**config.mk**
```make
export PLATFORM = sky130hd
export DESIGN_NAME = uart_fifo_tx
export DESIGN_NICKNAME = d
export VERILOG_FILES = /design/src/rtl/uart_fifo_tx.sv
export SDC_FILE = /design/constraint.sdc
export NUM_CORES = 1
export LEC_CHECK = 0
export ABC_AREA = 0
export ABC_CLOCK_PERIOD_IN_PS = 4800
export BUFFER_PORTS_ARGS = -buffer_cell sky130_fd_sc_hd__clkbuf_2
export CAP_MARGIN = 15
export CORE_MARGIN = 2
export CORE_UTILIZATION = 60
export DETAILED_ROUTE_END_ITERATION = 10
export HOLD_SLACK_MARGIN = 0.05
export PLACE_DENSITY = 0.81
export RECOVER_POWER = 50
export SLEW_MARGIN = 25
export SYNTH_ARGS = -nofsm -noshare
export SYNTH_HDL_FRONTEND = slang
export SYNTH_SLANG_ARGS = --single-unit
```
**constraint.sdc**
```tcl
create_clock -name clk -period 4.8 [get_ports clk]
set_input_delay 0.24 -clock clk [delete_from_list [all_inputs] [get_ports clk]]
set_output_delay 0.24 -clock clk [all_outputs]
set_load 0.05 [all_outputs]
```
**src/rtl/uart_fifo_tx.sv**
```systemverilog
// ----------------------------------------------------------------------------
// uart_fifo_tx
//
// Drains bytes from the read port of a normal-mode FIFO and sends each one on
// a UART line as an 8N1 frame: one start bit, eight data bits LSB first, and
// one stop bit. The FIFO read clock is the same clk, so there is only one
// clock domain.
//
// Ports:
//   clk         system clock (also the FIFO rdclk)
//   rst         synchronous, active-high reset
//   enable      allows a new byte to be fetched; looked at only while idle
//   rdempty     FIFO empty flag; looked at only while idle
//   q[7:0]      FIFO read data, valid the cycle after rdreq was sampled
//   rdreq       FIFO read request, registered one-cycle pulse
//   tx          serial line, idles high
//   busy        high whenever the engine is not idle
//   frame_done  one-cycle pulse at the end of each stop bit
//
// Fetch sequence: IDLE -> REQ (rdreq high) -> LATCH (q valid).
// The frame then runs START -> DATA x8 -> STOP, each bit CLKS_PER_BIT cycles.
// ----------------------------------------------------------------------------
module uart_fifo_tx #(
    parameter int CLKS_PER_BIT = 434
) (
    input  logic       clk,
    input  logic       rst,
    input  logic       enable,
    input  logic       rdempty,
    input  logic [7:0] q,
    output logic       rdreq,
    output logic       tx,
    output logic       busy,
    output logic       frame_done
);

    // Counter width is at least one bit, even for the smallest legal CLKS_PER_BIT.
    localparam int CW = (CLKS_PER_BIT > 1) ? $clog2(CLKS_PER_BIT) : 1;
    localparam logic [CW-1:0] CNT_MAX = CW'(CLKS_PER_BIT - 1);

    typedef enum logic [2:0] {
        S_IDLE,
        S_REQ,
        S_LATCH,
        S_START,
        S_DATA,
        S_STOP
    } state_e;

    state_e          state_q, state_d;
    logic [CW-1:0]   cnt_q, cnt_d;
    logic [2:0]      idx_q, idx_d;
    logic [7:0]      shift_q, shift_d;
    logic            tx_q, tx_d;
    logic            rdreq_q, rdreq_d;
    logic            busy_q, busy_d;
    logic            done_q, done_d;

    // High on the last clock of the current bit period.
    logic bit_end;
    assign bit_end = (cnt_q == CNT_MAX);

    // ------------------------------------------------------------------
    // State and datapath registers
    // ------------------------------------------------------------------
    // NOTE: registers are written with non-blocking assignments so every
    // register samples the values from before the edge, whatever order the
    // statements appear in.
    always_ff @(posedge clk) begin
        if (rst) begin
            state_q <= S_IDLE;
            cnt_q   <= '0;
            idx_q   <= '0;
            shift_q <= '0;
            tx_q    <= 1'b1;
            rdreq_q <= 1'b0;
            busy_q  <= 1'b0;
            done_q  <= 1'b0;
        end else begin
            state_q <= state_d;
            cnt_q   <= cnt_d;
            idx_q   <= idx_d;
            shift_q <= shift_d;
            tx_q    <= tx_d;
            rdreq_q <= rdreq_d;
            busy_q  <= busy_d;
            done_q  <= done_d;
        end
    end

    // ------------------------------------------------------------------
    // Next-state logic
    // ------------------------------------------------------------------
    // NOTE: state_d gets a default before the case statement. Without it,
    // any path that leaves state_d unassigned would infer a latch.
    always_comb begin
        state_d = state_q;
        unique case (state_q)
            S_IDLE:  if (enable && !rdempty) state_d = S_REQ;
            S_REQ:   state_d = S_LATCH;
            S_LATCH: state_d = S_START;
            S_START: if (bit_end) state_d = S_DATA;
            S_DATA:  if (bit_end && (idx_q == 3'd7)) state_d = S_STOP;
            S_STOP:  if (bit_end) state_d = S_IDLE;
            default: state_d = S_IDLE;
        endcase
    end

    // ------------------------------------------------------------------
    // Output and datapath next-values
    // ------------------------------------------------------------------
    always_comb begin
        cnt_d   = cnt_q;
        idx_d   = idx_q;
        shift_d = shift_q;
        tx_d    = tx_q;
        rdreq_d = 1'b0;
        done_d  = 1'b0;
        // busy follows the state the engine is moving into, so the
        // registered flag lines up with state_q.
        busy_d  = (state_d != S_IDLE);

        unique case (state_q)
            S_IDLE: begin
                tx_d  = 1'b1;
                cnt_d = '0;
                if (state_d == S_REQ) rdreq_d = 1'b1;
            end
            S_REQ: begin
                // rdreq drops here; the FIFO has already taken the request.
            end
            S_LATCH: begin
                shift_d = q;
                tx_d    = 1'b0;
                cnt_d   = '0;
            end
            S_START: begin
                if (bit_end) begin
                    cnt_d = '0;
                    idx_d = '0;
                    tx_d  = shift_q[0];
                end else begin
                    cnt_d = cnt_q + CW'(1);
                end
            end
            S_DATA: begin
                if (bit_end) begin
                    cnt_d = '0;
                    if (idx_q == 3'd7) begin
                        tx_d = 1'b1;
                    end else begin
                        // The next bit is shift_q[1], which becomes shift_d[0].
                        shift_d = {1'b0, shift_q[7:1]};
                        tx_d    = shift_q[1];
                        idx_d   = idx_q + 3'd1;
                    end
                end else begin
                    cnt_d = cnt_q + CW'(1);
                end
            end
            S_STOP: begin
                if (bit_end) begin
                    cnt_d  = '0;
                    done_d = 1'b1;
                end else begin
                    cnt_d = cnt_q + CW'(1);
                end
            end
            default: begin
                tx_d  = 1'b1;
                cnt_d = '0;
            end
        endcase
    end

    assign rdreq      = rdreq_q;
    assign tx         = tx_q;
    assign busy       = busy_q;
    assign frame_done = done_q;

endmodule

```
# ---- Word-level counts from Yosys, hierarchy flattened
# Index checks and enable logic that the tools add are counted.
dict set report word_totals {
  regBits 27
  in_bits 12
  output_inout_bits 4
  elab_cells 58
}
dict set report op_classes {
  add_sub_neg 2
  n_eq_ne 11
  muxes 20
  n_bitwise 3
  n_reduce_logical 14
}
# operator count
set ops {}
lappend ops {{$mux 3} 7}
lappend ops {{$pmux 3 s6} 1}
lappend ops {{$pmux 9 s2} 1}
lappend ops {{$mux 8} 2}
lappend ops {{$pmux 8 s2} 1}
lappend ops {{$add 9x1->9 const B} 1}
lappend ops {{$eq 3x3->1 const B} 3}
lappend ops {{$eq 9x9->1 const B} 1}
lappend ops {{$mux 9} 1}
lappend ops {{$eq 3x1->1 const B} 2}
lappend ops {{$eq 3x2->1 const B} 2}
lappend ops {{$ne 2x2->1 const B} 3}
lappend ops {{$pmux 3 s2} 1}
lappend ops {{$reduce_and 3->1} 2}
lappend ops {{$reduce_or 2->1} 3}
lappend ops {{$mux 1} 5}
lappend ops {{$pmux 1 s4} 1}
lappend ops {{$reduce_and 4->1} 1}
lappend ops {{$reduce_bool 2->1} 2}
lappend ops {{$add 3x1->3 const B} 1}
lappend ops {{$logic_not 3->1} 1}
lappend ops {{$not 1->1} 3}
lappend ops {{$reduce_bool 3->1} 1}
lappend ops {{$reduce_or 3->1} 1}
lappend ops {{other kinds (2)} 3}

# ---- Depth between registers and ports, before layout
dict set report logic_depth {
  ltp_word 6
  ltp_mapped 7
  mapped_depth_nobuf 6
}

# ---- Worst setup path after synthesis
# No wires, ideal clock.
dict set report synth_path {
  kind {reg-to-reg}
  from {register idx_q[0]}
  to {register idx_q[0]}
  arrival_time_ns 1.716
  t_required_ns 4.672
  path_slack_ns 2.957
  stages_incl_launch_ff 7
  path_buffers 0
  cell_sequence {dfxtp_1 -> ha_1 -> ha_1 -> or4b_4 -> a211oi_4 -> mux2i_1 -> nor2_1}
}
dict set report synth_via {
  elab_chain_len 4
  word_cells_on_any_way 7
}
# element line_no
set synth_lines {}
lappend synth_lines {{from (decl)} 52} ;# logic [2:0] idx_q, idx_d;
lappend synth_lines {{from (signal assigned)} 82} ;# idx_q <= idx_d;
lappend synth_lines {{$add 3x1->3} 155} ;# idx_d = idx_q + 3'd1;
lappend synth_lines {{$mux 3} 149} ;# if (idx_q == 3'd7) begin
lappend synth_lines {{$mux 3} 147} ;# if (bit_end) begin
lappend synth_lines {{$pmux 3 s2} 123} ;# unique case (state_q)
# Several ways; a longest one is shown, not always the timed one. The select of a mux whose other input is x is not followed.
# A chain may end at the register's enable or synchronous reset.

# ---- Final worst setup path
dict set report layout_path {
  from {register idx_q[0]}
  to {register shift_q[6]}
}
dict set report layout_via {
  elab_chain_len 3
}
# element line_no
set layout_lines {}
lappend layout_lines {{$eq 3x3->1} 149}
lappend layout_lines {{$ne 2x2->1 (no source line)} --}
lappend layout_lines {{$reduce_and 3->1 (no source line)} --}
lappend layout_lines {{to (signal assigned)} 83} ;# shift_q <= shift_d;
lappend layout_lines {{to (decl)} 53} ;# logic [7:0] shift_q, shift_d;
# No other way between the ends.

==> impl_metrics.ini <==
[outcome]
outcome = finished clean

[detailed_routing]
via_per_inst = 6.119
dr.pass1.iters = 4
drt_first_iter_violations = 19
antenna_violation_net_count_after_detailed_routing = 0
routed_wire_length_per_instance_um = 14.65
overall_via_count_from_detail_route = 1181
route.detailed.drc = 0
postRouteWirelength_mm = 2.828

[cts]
tritoncts.num_buffers = 3
clk_latency_ns = 0.33
postCtsResizedCells = 0
post-cts-setup-buffer-count = 0
clkTransAtPathRegs_ns = 0.14
clock_tree.buffer_depth = 2
tritoncts = done
cts-hold-fix-buffers = 0
cts_root_buffer = sky130_fd_sc_hd__clkbuf_4
cts.sink_count = 27
clock_tree.htree_level_count = 1

[worst_hold_path]
min_to = shift_q[7]
min_from = q[7]
whs_path_depth = 3
worstHoldPathType = in2reg

[synth]
post_syn_nets = 172
yosys.cell_types.count = 50
post_synth_main_area_contributors = sky130_fd_sc_hd__dfxtp_1 37%, sky130_fd_sc_hd__mux2i_1 6.2%, sky130_fd_sc_hd__a311oi_1 4.2%
synthArstFlopShare_pct = 0
post_synth.cell_area_avg_um2 = 9.280
post-synth-top-area-cell = sky130_fd_sc_hd__dfxtp_1
netlist_area_mm2 = 0.001448
ys_seq_elements = 27
seq_area_frac_synth_pct = 37.34
synth_edf_count = 0
synth_flop_cell = sky130_fd_sc_hd__dfxtp_1
yosysTopAreaCellShare_pct = 37.34
synthesis.instances = 156
synthesis.yosys.warnings = 0

[floorplan]
core_area_mm2 = 0.002255
placement_rows = 17
die-width_um = 53.12
initial_core_util_pct = 64.21
boundaryPins = 16
die_area_mm2 = 0.002822
height_of_the_die_um = 53.12

[setup_path]
critPathMaxFanout = 15
reg2regPathDepth = 6
startpoint_type = flop
cp.required_ns = 5.04
worst-setup-path-type = reg2reg
setup.worst_path.end_class = flop
cp.arrival_ns = 2.33
worst_reg2reg_startpoint = idx_q[0]
crit-reg2reg-capture = shift_q[6]
setup.reg_to_reg.worst_slack_ns = 2.71

[timing]
grt_setup_unrepaired = false
layout_min_cycle_time_ns = 2.088
report.final.hold_viol_count = 0
ratio_of_final_minimum_period_to_clock_period_pct = 43.50
final-max-slew-violation-count = 0
fin_tns_setup_ns = 0
achievable-frequency_mhz = 478.9
slew_headroom_pct = 55.24
setup_viol = 0
worst_pin_slew_ns = 0.6713
timing.clock.skew_ns = 0.01047

[layout]
diodes_inserted = 0
final_layout_size_suffix_gt1_share_pct = 14.55
nets = 182
area_growth_pct = 3.976
num-fill-cells = 215

[global_route]
grt_first_pass_wirelength_mm = 4.781
grt_overflow = 0
grt_pass1_vias = 1065
grt.total_usage_pct = 23.02
maximum_number_of_pins_on_one_net_before_global_route_repair = 21
initial_antenna_violation_count = 0

[place]
post-dp-hpwl_mm = 2.090
finalWeightedCongestion = 0.8174
port_buffers = 15

[pwr]
powerDensity_mw_per_mm2 = 280.7
totalPowerFinal_uw = 422.4
ir_drop_uv = 194.0
total_leakage_power_nw = 0.5872

[run]
drv_cap = 0
-- through the flow --
stage | setup slack (ns) | area [um^2] | util [%] | hold WS [ns] | cells
final | 2.712 | 1505 | 66.76 | 0.1456 | 193
after global routing | 2.601 | 1505 | 66.76 | 0.1464 | 193
after CTS | 2.790 | 1526 | 67.70 | 0.1430 | 193
after detailed placement | 2.803 | 1500 | 66.54 | 0.4786 | 189
after global placement | 2.906 | 1500 | 66.54 | 0.4610 | 189
after floorplan | 2.957 | 1448 | - | 0.3759 | 156
-- layout make-up --
| class | instances | area (um^2) | share of cell area, % |
|---|---|---|---|
| Timing Repair Buffer | 15 | 70.07 | 4.655 |
| Inverter | 3 | 11.26 | 0.7481 |
| Clock buffer | 4 | 26.28 | 1.746 |
| Tap cell | 28 | 35.03 | 2.328 |
| Multi-Input combinational cell | 116 | 822.0 | 54.61 |
| Sequential cell | 27 | 540.5 | 35.91 |
-- synth_stat cells, types with 2 or more instances --
library cell / instances
sky130_fd_sc_hd__and3_1: 3
sky130_fd_sc_hd__o21ai_0: 4
sky130_fd_sc_hd__nand2b_1: 4
sky130_fd_sc_hd__nor3b_1: 2
sky130_fd_sc_hd__and2_1: 2
sky130_fd_sc_hd__nand3_1: 3
sky130_fd_sc_hd__a22oi_1: 2
sky130_fd_sc_hd__nor2_1: 15
sky130_fd_sc_hd__a311oi_1: 7
sky130_fd_sc_hd__nand4_1: 3
sky130_fd_sc_hd__clkbuf_1: 5
sky130_fd_sc_hd__nor2b_1: 4
sky130_fd_sc_hd__nand2_1: 7
sky130_fd_sc_hd__inv_1: 3
sky130_fd_sc_hd__xor2_1: 4
sky130_fd_sc_hd__a21oi_2: 3
sky130_fd_sc_hd__buf_4: 2
sky130_fd_sc_hd__mux2i_1: 9
sky130_fd_sc_hd__a21oi_1: 12
sky130_fd_sc_hd__ha_1: 4
sky130_fd_sc_hd__dfxtp_1: 27
sky130_fd_sc_hd__nor3_1: 3
-- metal layers --
layer	part of all wire (%)	track usage [%]	vias up
met5	0	0	-
met4	2.0	10.26	0
met3	2.5	3.390	7
met2	49	36.67	19
met1	47	30.65	560
li1	-	-	595
-- report_power, final --
group,internal [mW],switching (mW),total (mW)
sequential,0.238,0.0153,0.254
combinational,0.0280,0.0427,0.0707
clock,0.0326,0.0656,0.0982
-- worst max-delay path, stage by stage (launching register included) --
cell and delay (ns):
sky130_fd_sc_hd__dfxtp_1 0.35, sky130_fd_sc_hd__ha_1 0.20, sky130_fd_sc_hd__ha_1 0.20, sky130_fd_sc_hd__or4b_1 0.60, sky130_fd_sc_hd__nand2b_4 0.24, sky130_fd_sc_hd__a21oi_1 0.10
sky130_fd_sc_hd__a311oi_1 0.30
-- flip-flops by register name, indices dropped and copies added (netlist names) --
| signal | count |
|---|---|
| cnt_q | 9 |
| shift_q | 8 |
| idx_q | 3 |
| state_q | 3 |
| busy | 1 |
| frame_done | 1 |
| rdreq | 1 |
| tx | 1 |
-- logic make-up (layout without fill, tap and decap cells) --
family	after synthesis	count (layout)	synth area share, %
xor+xnor	5	5	3.025
fa+ha+maj	4	4	3.457
buf+inv	13	22	4.753
mux	9	9	6.223
simple gates	59	59	24.55
compound gates	39	39	20.66
flops	27	27	37.34
-- layout by cell type, fill, tap and decap left out, types with 4 or more instances in the layout --
cell type,instances
sky130_fd_sc_hd__dfxtp_1,27
sky130_fd_sc_hd__nor2_1,15
sky130_fd_sc_hd__a21oi_1,12
sky130_fd_sc_hd__clkbuf_2,11
sky130_fd_sc_hd__mux2i_1,9
sky130_fd_sc_hd__a311oi_1,7
sky130_fd_sc_hd__nand2_1,7
sky130_fd_sc_hd__clkbuf_1,5
sky130_fd_sc_hd__nor2b_1,4
sky130_fd_sc_hd__nand4_1,4
sky130_fd_sc_hd__nand2b_1,4
sky130_fd_sc_hd__o21ai_0,4
sky130_fd_sc_hd__xor2_1,4
sky130_fd_sc_hd__ha_1,4
-- worst max-delay path by stage --
stage / slack, ns / end / startpoint / depth (start not counted)
2_1_floorplan: 2.96 / idx_q[0] / idx_q[0] / 6
3_3_place_gp: 2.91 / idx_q[0] / idx_q[0] / 6
3_5_place_dp: 2.80 / shift_q[6] / cnt_q[0] / 5
4_1_cts: 2.79 / shift_q[6] / idx_q[0] / 6
5_1_grt: 2.60 / shift_q[6] / idx_q[0] / 6
6_report: 2.71 / shift_q[6] / idx_q[0] / 6
(Power assumes the default switching activity.)
